$ cat config.mk
export PLATFORM = sky130hd
export DESIGN_NAME = decode_scoreboard
export DESIGN_NICKNAME = d
export VERILOG_FILES = /design/src/rtl/decode_scoreboard.sv
export SDC_FILE = /design/constraint.sdc
export NUM_CORES = 1
export LEC_CHECK = 0
export CORE_UTILIZATION = 52
export CTS_CLUSTER_SIZE = 40
export DETAILED_ROUTE_END_ITERATION = 12
export PLACE_DENSITY = 0.76
export REMOVE_ABC_BUFFERS = 1
export SYNTH_ARGS = -nofsm -noshare
export SYNTH_HDL_FRONTEND = slang
export SYNTH_SLANG_ARGS = --single-unit
$ cat constraint.sdc
create_clock -name clk -period 2.9 [get_ports clk]
set_input_delay 0.29 -clock clk [delete_from_list [all_inputs] [get_ports clk]]
set_output_delay 0.29 -clock clk [all_outputs]
set_load 0.01 [all_outputs]
$ cat src/rtl/decode_scoreboard.sv
// ID-stage hazard scoreboard: per-register countdown to forwardability, LL/SC link flag, stall counter.
// Zero-latency combinational stall/pending from current state; the stall output is the only backpressure.
module decode_scoreboard #(
    parameter int NREG_W   = 5,
    parameter int CNT_W    = 3,
    parameter int LOAD_LAT = 1,
    parameter int ALU_LAT  = 0,
    parameter int PERF_W   = 32
) (
    input  logic              clk,
    input  logic              rst,
    input  logic              issue_valid,
    input  logic              issue_we,
    input  logic              issue_is_load,
    input  logic [NREG_W-1:0] issue_waddr,
    input  logic [NREG_W-1:0] rs_addr,
    input  logic              rs_used,
    input  logic [NREG_W-1:0] rt_addr,
    input  logic              rt_used,
    input  logic              flush,
    input  logic              is_ll,
    input  logic              is_sc,
    input  logic              clear_link,
    output logic              stall,
    output logic              rs_pending,
    output logic              rt_pending,
    output logic              busy_any,
    output logic              atomic_id,
    output logic              sc_mask,
    output logic [PERF_W-1:0] stall_cycles
);
    localparam int NREG = 2 ** NREG_W;
    localparam logic [CNT_W-1:0]  LOAD_CNT = LOAD_LAT[CNT_W-1:0];
    localparam logic [CNT_W-1:0]  ALU_CNT  = ALU_LAT[CNT_W-1:0];
    localparam logic [CNT_W-1:0]  CNT_ONE  = 1;
    localparam logic [PERF_W-1:0] PERF_ONE = 1;

    generate
        if (LOAD_LAT >= 2 ** CNT_W || ALU_LAT >= 2 ** CNT_W) begin : g_lat_chk
            $error("decode_scoreboard: LOAD_LAT/ALU_LAT do not fit in CNT_W bits");
        end
    endgenerate

    logic [CNT_W-1:0]  cnt_q [NREG];
    logic [CNT_W-1:0]  cnt_d [NREG];
    logic              atomic_q, atomic_d;
    logic [PERF_W-1:0] perf_q, perf_d;
    logic              accept;

    assign rs_pending   = (rs_addr != '0) && (cnt_q[rs_addr] != '0);
    assign rt_pending   = (rt_addr != '0) && (cnt_q[rt_addr] != '0);
    assign stall        = issue_valid && ((rs_used && rs_pending) || (rt_used && rt_pending));
    assign accept       = issue_valid && !stall && !flush;
    assign atomic_id    = atomic_q;
    assign sc_mask      = is_sc && issue_valid && !atomic_q;
    assign stall_cycles = perf_q;

    always_comb begin
        busy_any = 1'b0;
        for (int i = 0; i < NREG; i++) begin
            if (cnt_q[i] != '0) busy_any = 1'b1;
        end
    end

    always_comb begin
        for (int i = 0; i < NREG; i++) begin
            cnt_d[i] = (cnt_q[i] != '0) ? cnt_q[i] - CNT_ONE : '0;
        end
        // Newest writer overrides the running countdown outright (WAW: no max with the old value).
        if (accept && issue_we && issue_waddr != '0) begin
            cnt_d[issue_waddr] = issue_is_load ? LOAD_CNT : ALU_CNT;
        end
        cnt_d[0] = '0;

        atomic_d = atomic_q;
        if (clear_link)            atomic_d = 1'b0;
        else if (accept && is_sc)  atomic_d = 1'b0;
        else if (accept && is_ll)  atomic_d = 1'b1;

        perf_d = perf_q;
        if (stall && perf_q != '1) perf_d = perf_q + PERF_ONE;
    end

    always_ff @(posedge clk) begin
        if (rst) begin
            for (int i = 0; i < NREG; i++) cnt_q[i] <= '0;
            atomic_q <= 1'b0;
            perf_q   <= '0;
        end else begin
            for (int i = 0; i < NREG; i++) cnt_q[i] <= cnt_d[i];
            atomic_q <= atomic_d;
            perf_q   <= perf_d;
        end
    end
endmodule

## Yosys cells after proc, flatten, opt, wreduce, memory -nomap -nowiden

Memories as Yosys holds them, arrays and structs flattened.
Index checks and enable logic that the tools add are counted.

- Add/subtract/negate cells: 33
- $mul: 0
- Divide/modulo/power cells: 0
- $lt $le $gt $ge: 2
- Equal/unequal tests: 1
- Shift-type cells: 0
- Muxes and demuxes: 104
- Bitwise operators: 33
- Reduce and logical (&&, ||, !) cells: 57

Operators with widths:

| kind | number |
|---|---|
| $mux W3 | 65 |
| $reduce_bool A3 Y1 | 34 |
| $bwmux W96 | 1 |
| $sub A3 B1 Y3 const B | 32 |
| $mux W93 | 1 |
| $mux W1 | 36 |
| $add A32 B1 Y32 const B | 1 |
| $ne A32 B32 Y1 const B | 1 |
| $or A1 B1 Y1 | 32 |
| $demux W3 S5 | 1 |
| $logic_and A1 B1 Y1 | 15 |
| $reduce_bool A5 Y1 | 3 |
| $ge A6 B6 Y1 const B | 1 |
| $lt A6 B1 Y1 const B | 1 |
| $not A5 Y6 | 1 |
| $logic_not A1 Y1 | 3 |
| $reduce_or A3 Y1 | 1 |
| $logic_or A1 B1 Y1 | 1 |

- Flip-flop bits (word level): 33
- Bits in latches: 0
- Memory bits (writable): 96
- ROM bits: 0
- Bits of input ports: 26
- Output and inout bits: 38
- Word-level logic and storage cells: 233
- Memories kept: 1

Memories:

| name | words | bits a word | rd ports | clocked after Yosys merged registers in | write ports | line | RTL |
|---|---|---|---|---|---|---|---|
| cnt_q | 32 | 3 | 34 | 0 | 32 | 44 | `logic [CNT_W-1:0] cnt_q [NREG];` |

## Depth between registers and ports, before layout

Gate-level depths: netlist of run 1.
An unclocked memory read counts as a cell.

- Depth in word-level cells: 34
- Mapped depth: 12

## Worst setup path before layout of run 1

No wires, ideal clock.

- Path type: register -> register
- Start point: memory cnt_q[30][0]
- End point: memory cnt_q[16][0]
- Setup time: 0.123 ns
- Arrival: 2.669 ns
- Setup slack: 0.107 ns
- Cell stages (with the launch flop): 11
- Buffers on the path: 1
- Cell sequence: dfxtp_1 > or2_2 > nor2_1 > mux4_2 > a21oi_1 > or4_4 > a22oi_4 > buf_6 > nand3_2 > nor2_2 > mux2_1

RTL lines:

| what | line |
|---|---|
| from (decl) | 44 |

==> results of run 1 <==
## per-stage QoR
stage                     setup TNS, ns  instances  cell area, um2  setup slack (ns)  util [%]
final                            -0.694       1207            9990            -0.101      74.5
after global routing              -5.66       1207            9990            -0.148      74.5
after detailed placement         -49.77       1164            8700            -0.599      65.0
after floorplan                  -52.13        825            7050             -1.07         -
after global placement           -45.56       1164            8700            -0.554      65.0
after CTS                       -0.0521       1197            9490           -0.0330      70.8
## where the power goes
group          switching (mW)  internal (mW)  total, mW
Combinational           0.235          0.198      0.434
Sequential            0.00389           1.73       1.74
Clock                   0.826           1.55       2.38
## final cells by class
type / count / area, um2
clock buffer: 19 / 443
clock inverter: 13 / 210
fill: 914 / 3410
inverter: 66 / 248
multi-input combinational: 633 / 4700
sequential: 126 / 2530
tap: 176 / 220
timing repair buffer: 174 / 1630
## timing repair
action / in CTS / in global routing
endpoints found under the setup margin: 43 / 109
resized for setup: 41 / 97
pin swaps: 11 / 14
gates cloned: 0 / 4
setup buffers: 1 / 6
## cells in the final DEF (no fill, tap or decap), types with 14 or more instances in the layout
master / netlist / routed
a211oi_1: 35 / 34
a21oi_1: 14 / 14
buf_4: 1 / 96
clkbuf_16: 0 / 21
clkdlybuf4s50_1: 0 / 55
dfxtp_1: 126 / 117
ha_1: 63 / 63
inv_1: 66 / 65
nand2_1: 92 / 92
nand4_1: 31 / 31
nor2_1: 89 / 61
nor2_4: 0 / 23
nor3_1: 69 / 60
nor3b_1: 35 / 34
nor4_1: 22 / 17
or2_2: 28 / 24
xnor2_1: 30 / 30
## logic make-up after synthesis
group | share of synthesized area [%]
compound gates | 7.19
xor+xnor | 3.63
fa+ha+maj | 10.9
buf+inv | 5.95
flops | 34.9
mux | 5.98
simple gates | 31.5
## cells in the mapped netlist, types with 20 or more instances
master	instances	area, um2
clkbuf_1	30	113
inv_1	66	248
nor3b_1	35	263
nor2_1	89	334
nor3_1	69	345
nand2_1	92	345
nor4_1	22	138
dfxtp_1	126	2520
nand4_1	31	194
mux2_1	20	225
ha_1	63	788
xnor2_1	30	263
or2_2	28	175
a211oi_1	35	263
## state kept, by name, summed over array words and instances (netlist names)
signal and cells:
stall_cycles 32, atomic_id 1, cnt_q 93
## worst min path at each step
stage	from	endpoint	slack (ns)	cells after the start
2_1_floorplan	rst	cnt_q[12][0]	0.36	1
3_3_place_gp	cnt_q[28][1]	cnt_q[28][1]	0.45	2
3_5_place_dp	cnt_q[28][1]	cnt_q[28][1]	0.45	2
4_1_cts	rst	stall_cycles[30]	0.39	2
5_1_grt	clear_link	atomic_id	0.41	2
6_report	rst	stall_cycles[28]	0.40	2
## per-layer routing
metal / vias to the layer above / GRT usage, %
li1: 3303 / -
met1: 3359 / 35.9
met2: 321 / 46.3
met3: 62 / 7.51
met4: 0 / 12.4
met5: - / 0
==> flow_summary_export.csv, run 1 <==
group,metric,value,unit
run_status,status,"finished, violations left",
run_status,violations,"setup timing",
die,die_h,120,um
critical_path,cp.arrival,3.31,ns
grt,grt_pass1_vias,6684,
grt,grt_max_degree,67,
critical_path,startpoint,"cnt_q[25][0]",
placed_design,io_buffers,63,
critical_path,crit_buf_inv,4,
pwr,power_density,455,nW/um2
pwr,total_leakage_power,3.94,nW
critical_path,end_kind,"flip-flop",
yosys,syn_area,7240,um2
critical_path,crit_chain,"nor3_1 > buf_4 > o22ai_1 > o311ai_1 > a21oi_1 > or4_4 > a22oi_4 > buf_12 > clkbuf_16 > clkbuf_16 > nand4_1 > mux2_4",
cts,clock-sinks,126,
sta,period_needed,3.00,ns
cts,cts_hold_buf,0,
critical_path,crit_path_max_incr_delay,0.56,ns
placed_design,gp_congestion,0.951,
critical_path,reg2reg_depth,12,
routing,top_layer_used,"met4",
critical_path,reg2reg_setup_slack,-0.10,ns
layout,n_antenna_cell,0,
placed_design,dp_hpwl,13600,um
routing,vias,7045,
cts,root_buffer,"clkbuf_16",
cts,cts_buffer_depth,2,
routing,drt-total-wl,21600,um
sta,hold_viol,0,
sta,worst_pin_slew,0.775,ns
routing,wl_met1,8990,um
sta,fmax,333,MHz
routing,remaining_drc_errors,0,
die,io_pins,64,
sta,finalCritPeriodShare,103,%
sta,hold-worst-slack,0.399,ns
die,core,13400,um2
critical_path,path_depth,12,
grt,grt_overflow,0,
critical_path,cp.required,3.21,ns
grt,antenna_found_initial,0,
routing,dr_wl_met3,1780,um
sta,max-slew-margin-rel,48.2,%
routing,first_pass_iters,5,
job,cap_violations,0,
sta,rsz0062_at_grt,"yes",
critical_path,crit_path_end,"cnt_q[26][0]",
routing,post_drt_wl_per_cell,17.9,um
routing,ant_nets,0,
critical_path,crit_path_max_fanout,6,
die,dieArea,14400,um2
cts,ctsHtreeMaxLevel,4,
hold_path,hp-class,"in2reg",
yosys,ys.flop_type,"dfxtp_1",
critical_path,crit_path_top_delay_cell,"or4_4",
yosys,synth_warnings,0,
layout,num-nets-final,1107,
yosys,async_reset_ff_share,0,%
grt,grt_pass1_wl,32700,um
critical_path,crit_top_cell,"clkbuf_16",
pwr,vdd_drop_max,411,uV
yosys,ys_types,52,
die,std_cell_rows,42,
sta,drv_slew,0,
critical_path,r2r_start,"cnt_q[25][0]",
pwr,power.total,4.55,mW
critical_path,cp-start-kind,"flip-flop",
grt,grtUsageTotal,28.7,%
routing,drt-initial-drc-count,686,
sta,fin_ws,-0.101,ns
sta,clock_skew,0.0135,ns
layout,layout-drive-gt1-share,26.3,%
critical_path,critical_path.top_delay_family,"simple AND/OR/NAND/NOR gates",
yosys,synthCells,865,
critical_path,regToRegEndpoint,"cnt_q[26][0]",
cts,cts_tree,"done",
routing,wl_met2,10100,um
cts,insertion_delay,0.43,ns
layout,syn2layout_area_growth,38.0,%
critical_path,worst-setup-path-type,"reg2reg",
yosys,synth-seq-area-share,34.9,%
die,die_x,120,um
yosys,synth_edf_count,0,
yosys,ys_ff_latch,126,
die,start_util,54.0,%
cts,cts_buffers,17,
routing,vias_per_cell,5.84,
sta,setup_viol,22,
cts,clkTransAtPathRegs,0.06,ns
yosys,synth.avg_cell_area,8.37,um2
Power figures use the tool's default switching activity.
==> run 2, diff against run 1 <==
--- a/config.mk
+++ b/config.mk
@@ -6,6 +6,7 @@
 export NUM_CORES = 1
 export LEC_CHECK = 0
 export CORE_UTILIZATION = 52
+export CTS_BUF_LIST = sky130_fd_sc_hd__clkbuf_4 sky130_fd_sc_hd__clkbuf_8
 export CTS_CLUSTER_SIZE = 40
 export DETAILED_ROUTE_END_ITERATION = 12
 export PLACE_DENSITY = 0.76
==> run 2 against run 1 <==
The run still ends with setup timing left. Sequential power is essentially flat. Die area is the same. Cell count shrank 0.66%. Core utilization shrank 2.6 points. Critical path type unchanged.
==> flow_summary_export.csv, run 2 (same netlist as run 1, synthesis figures left out) <==
group,metric,value,unit
cts,clock-sinks,126,
cts,cts_buffers,17,
cts,ctsHtreeMaxLevel,4,
grt,grt_overflow,0,
layout,largest_reg_flops,93,
critical_path,cp.arrival,3.29,ns
sta,rsz0062_at_grt,"yes",
run_status,violations,"setup timing",
critical_path,reg2reg_setup_slack,-0.03,ns
critical_path,cp.required,3.25,ns
routing,drt-initial-drc-count,447,
critical_path,end_kind,"flip-flop",
die,start_util,54.0,%
layout,layout_common_cells,"dfxtp_1 (122), nand2_1 (92), buf_4 (92)",
placed_design,dp_cells,1164,
cts,cts_tree,"done",
routing,ant_nets,0,
routing,first_pass_iters,6,
sta,hold_viol,0,
sta,fin_ws,-0.0345,ns
grt,top_usage_layer,"met2",
sta,finalCritPeriodShare,101,%
placed_design,dp_hpwl,13600,um
run_status,status,"finished, violations left",
pwr,switching_share,24.6,%
routing,vias_per_cell,5.63,
layout,layout-drive-gt1-share,24.8,%
layout,layout_commonest_cell,"dfxtp_1",
critical_path,crit_path_max_fanout,11,
layout,num-nets-final,1099,
sta,worst_pin_slew,0.801,ns
critical_path,worst-setup-path-type,"reg2reg",
critical_path,reg2reg_depth,12,
placed_design,io_buffers,63,
routing,vias,6754,
die,die_x,120,um
sta,fmax,341,MHz
grt,grtUsageTotal,28.1,%
routing,remaining_drc_errors,0,
job,cap_violations,0,
sta,drv_slew,0,
cts,insertion_delay,0.47,ns
pwr,clockPowerShare,45.9,%
routing,drt-total-wl,19800,um
cts,cts_hold_buf,0,
die,die_h,120,um
pwr,power.total,3.92,mW
sta,finalSetupTns,-0.161,ns
pwr,power_density,407,nW/um2
grt,grt_pass1_wl,31900,um
routing,post_drt_wl_per_cell,16.5,um
layout,syn2layout_area_growth,33.2,%
sta,period_needed,2.93,ns
die,dieArea,14400,um2
pwr,vdd_drop_max,282,uV
pwr,switching_power,965,uW
placed_design,pre_cts_slack,-0.599,ns
layout,registers.top_by_ff_count,"cnt_q",
sta,clock_skew,0.0163,ns
die,io_pins,64,
die,core,13400,um2
critical_path,cp-start-kind,"flip-flop",
grt,grt_max_degree,67,
pwr,internal_power,2.96,mW
layout,n_antenna_cell,0,
hold_path,hp-class,"in2reg",
critical_path,startpoint,"cnt_q[25][0]",
sta,setup_viol,8,
grt,gr-usage-met2,44.8,%
cts,root_buffer,"clkbuf_8",
grt,use_met1,36.1,%
grt,grt_pass1_vias,6503,
sta,max-slew-margin-rel,46.5,%
pwr,total_leakage_power,3.76,nW
critical_path,r2r_start,"cnt_q[25][0]",
critical_path,crit_path_end,"cnt_q[7][0]",
cts,cts_buffer_depth,2,
grt,use_met3,7.27,%
critical_path,regToRegEndpoint,"cnt_q[7][0]",
grt,antenna_found_initial,0,
placed_design,gp_congestion,0.951,
pwr,seqPwrFrac,44.2,%
pwr,power_frac_comb,9.9,%
cts,clkTransAtPathRegs,0.08,ns
layout,final_cells,1199,
die,std_cell_rows,42,
-- run 2: layout make-up --
cell class	instances	area, um2
well taps	176	220
fillers	1013	3760
inverters	66	248
multi-input cells	633	4680
repair buffers	166	1500
flip-flops and latches	126	2530
clock buffers	19	255
clock inverters	13	210
-- run 2: power groups by stage --
stage / sequential, mW / combinational [mW] / clock, mW
6_report: 1.74 / 0.388 / 1.80
5_1_grt: 1.74 / 0.409 / 1.90
4_1_cts: 1.74 / 0.341 / 1.82
3_5_place_dp: 1.78 / 0.330 / 0
3_3_place_gp: 1.78 / 0.329 / 0
2_1_floorplan: 1.78 / 0.112 / 0
-- run 2: how the worst min path moves through the flow --
stage	to	slack, ns	from	depth (start not counted)
after global routing	atomic_id	0.36	clear_link	2
final	stall_cycles[30]	0.36	rst	2
after detailed placement	cnt_q[28][1]	0.45	cnt_q[28][1]	2
after floorplan	cnt_q[12][0]	0.36	rst	1
after CTS	stall_cycles[30]	0.35	rst	2
after global placement	cnt_q[28][1]	0.45	cnt_q[28][1]	2
-- run 2: critical path, cell delays in order (launching register included) --
cell	delay, ns
dfxtp_1	0.33
nor3_1	0.22
buf_4	0.16
o22ai_1	0.07
o311ai_1	0.23
a21oi_1	0.07
or4_4	0.56
a22oi_4	0.23
buf_12	0.14
buf_12	0.15
nand4_4	0.17
nor2_4	0.16
mux2_4	0.31
-- run 2: layer usage --
metal | part of all wire (%) | routed length (um)
met1 | 44 | 8720
met2 | 47 | 9330
met3 | 6.6 | 1310
met4 | 2.4 | 471
met5 | 0 | 0
-- run 2: per-stage QoR --
| step | instance area [um2] | hold slack [ns] | utilization (%) |
|---|---|---|---|
| finish | 9640 | 0.359 | 71.9 |
| global route | 9640 | 0.359 | 71.9 |
| CTS | 9300 | 0.352 | 69.4 |
| detailed placement | 8700 | 0.448 | 65.0 |
| global placement | 8700 | 0.452 | 65.0 |
| floorplan | 7050 | 0.359 | - |
-- run 2: repair_timing --
action                                 4_1_cts  5_1_grt
gates resized for setup                     41       82
pin swaps                                    7       19
setup endpoints to repair                   52      120
gates cloned                                 0        1
buffers inserted                             2        1
endpoints found under the hold margin        0        0
==> run 3, diff against run 2 <==
--- a/config.mk
+++ b/config.mk
@@ -5,6 +5,7 @@
 export SDC_FILE = /design/constraint.sdc
 export NUM_CORES = 1
 export LEC_CHECK = 0
+export CORE_MARGIN = 2
 export CORE_UTILIZATION = 52
 export CTS_BUF_LIST = sky130_fd_sc_hd__clkbuf_4 sky130_fd_sc_hd__clkbuf_8
 export CTS_CLUSTER_SIZE = 40
==> run 3 against run 2 <==
The run still ends with setup timing left. Setup slack worse by 0.052 ns. Clock skew down 0.0023 ns. Highest routed layer unchanged. Cell area increased by 2.9%. Clock power is 13% lower. First-iteration DRC count increased by 14%.
==> flow_summary_export.csv, run 3 (same netlist as run 1, synthesis figures left out) <==
group,metric,value,unit
run_status,status,"finished, violations left",
run_status,violations,"setup timing",
layout,fill_cells,989,
sta,period_needed,2.99,ns
critical_path,crit_path_end,"cnt_q[31][0]",
routing,ant_nets,0,
critical_path,cp-start-kind,"flip-flop",
grt,grt_pass1_wl,31400,um
critical_path,end_kind,"flip-flop",
grt,grt_pass1_vias,6482,
critical_path,crit_chain,"nor3_1 > buf_4 > o22ai_1 > nor3_1 > nor4b_1 > or4_4 > a22oi_4 > buf_12 > clkbuf_16 > buf_12 > clkbuf_16 > nand4_1 > mux2_1",
placed_design,gp_congestion,1.00,
routing,post_drt_wl_per_cell,17.0,um
critical_path,cp.required,3.23,ns
critical_path,reg2reg_depth,13,
sta,worst_pin_slew,0.759,ns
die,std_cell_rows,43,
sta,setup_viol,26,
sta,rsz0062_at_grt,"yes",
critical_path,cp.arrival,3.32,ns
grt,grtUsageTotal,26.9,%
layout,layout_common_cells,"dfxtp_1 (115), buf_4 (93), nand2_1 (92)",
routing,first_pass_iters,5,
pwr,power.total,3.72,mW
cts,clock-sinks,126,
critical_path,reg2reg_setup_slack,-0.09,ns
layout,syn2layout_area_growth,37.1,%
cts,cts_buffer_depth,2,
pwr,total_leakage_power,3.87,nW
layout,registers.top_by_ff_count,"cnt_q",
layout,register_area,2540,um2
routing,drt-total-wl,20600,um
layout,n_antenna_cell,0,
critical_path,crit_path_max_incr_delay,0.51,ns
grt,grt_max_degree,59,
critical_path,path_depth,13,
sta,max-slew-margin-rel,48.7,%
critical_path,crit_path_max_fanout,6,
grt,grt_overflow,0,
pwr,vdd_drop_max,288,uV
hold_path,hp-class,"in2reg",
sta,fmax,335,MHz
layout,largest_reg_flops,93,
pwr,power_density,375,nW/um2
sta,clock_skew,0.0140,ns
sta,finalCritPeriodShare,103,%
die,core,13700,um2
layout,multi_input_area,4850,um2
critical_path,r2r_start,"cnt_q[16][0]",
placed_design,io_buffers,63,
critical_path,crit_path_top_delay_cell,"or4_4",
critical_path,critical_path.top_delay_family,"simple AND/OR/NAND/NOR gates",
layout,layout-drive-gt1-share,28.5,%
layout,fin_util,72.3,%
critical_path,startpoint,"cnt_q[16][0]",
critical_path,worst-setup-path-type,"reg2reg",
placed_design,pre_cts_slack,-0.512,ns
sta,fin_ws,-0.0868,ns
grt,antenna_found_initial,0,
cts,insertion_delay,0.46,ns
cts,clkTransAtPathRegs,0.07,ns
die,die_x,122,um
layout,num-nets-final,1110,
sta,hold_viol,0,
die,io_pins,64,
sta,finalSetupTns,-1.02,ns
job,cap_violations,0,
routing,vias_per_cell,5.72,
layout,layout_commonest_cell,"dfxtp_1",
routing,remaining_drc_errors,0,
die,start_util,52.7,%
cts,ctsHtreeMaxLevel,4,
routing,vias,6942,
cts,cts_tree,"done",
critical_path,regToRegEndpoint,"cnt_q[31][0]",
placed_design,dp_hpwl,13800,um
die,dieArea,14900,um2
sta,drv_slew,0,
critical_path,crit_buf_inv,5,
routing,drt-initial-drc-count,508,
cts,root_buffer,"clkbuf_8",
cts,cts_buffers,17,
die,die_h,122,um
run 3: changes by cell type in the layout (fill, tap and decap cells not counted), sizes merged:
cell and change:
dlymetal6s2s +1, dlygate4sd2 -1, buf +11, inv -2, bufinv -3, clkinv -1, clkbuf +3, clkinvlp +3
run 3: per-stage QoR:
stage | instance area (um2) | hold slack [ns] | cells
3_3_place_gp | 8740 | 0.455 | 1172
6_report | 9920 | 0.272 | 1214
3_5_place_dp | 8740 | 0.458 | 1172
2_1_floorplan | 7050 | 0.359 | 825
5_1_grt | 9920 | 0.282 | 1214
4_1_cts | 9390 | 0.262 | 1208
run 3: how the worst min path moves through the flow:
stage,startpoint,end,slack (ns),cells after the start
after floorplan,rst,cnt_q[12][0],0.36,1
after global placement,cnt_q[28][1],cnt_q[28][1],0.46,2
after detailed placement,cnt_q[31][1],cnt_q[31][1],0.46,2
after CTS,rst,stall_cycles[19],0.26,2
after global routing,rst,stall_cycles[19],0.28,2
final,rst,stall_cycles[19],0.27,2
run 3: where the power goes:
| group | total, mW | internal (mW) | switching, mW | leakage (nW) |
|---|---|---|---|---|
| combinational | 0.420 | 0.189 | 0.231 | 2.65 |
| sequential | 1.74 | 1.73 | 0.00359 | 1.02 |
| clock | 1.57 | 0.845 | 0.721 | 0.194 |
| total | 3.72 | 2.77 | 0.955 | 3.87 |
run 3: final cells by class:
cell class | count | share of cell area (%)
inverter | 66 | 2.50
multi-input combinational | 633 | 48.9
clock inverter | 10 | 1.13
sequential | 126 | 25.6
timing repair buffer | 177 | 16.7
clock buffer | 22 | 2.93
tap | 180 | 2.27
run 3: per-layer routing:
metal / routed length (um) / vias up / track usage (%)
li1: - / 3315 / -
met1: 8690 / 3276 / 34.0
met2: 9600 / 298 / 43.2
met3: 1690 / 53 / 7.72
met4: 618 / 0 / 11.1
met5: 0 / - / 0
run 3: timing repair:
action | 4_1_cts | 5_1_grt
hold buffers | 0 | 0
pin swaps | 18 | 26
cloned | 0 | 3
buffers inserted | 5 | 5
hold endpoints to repair | 0 | 0
resized for setup | 65 | 113
setup endpoints to repair | 64 | 128
run 3: worst register-to-register path: cells and delay by family (launching register included):
family	cells	cell delay [ns]
flip-flops	1	0.34
multiplexers	1	0.35
AND/OR/NAND/NOR	5	1.17
buffers and inverters	5	0.70
AO/OA/AOI/OAI	2	0.31
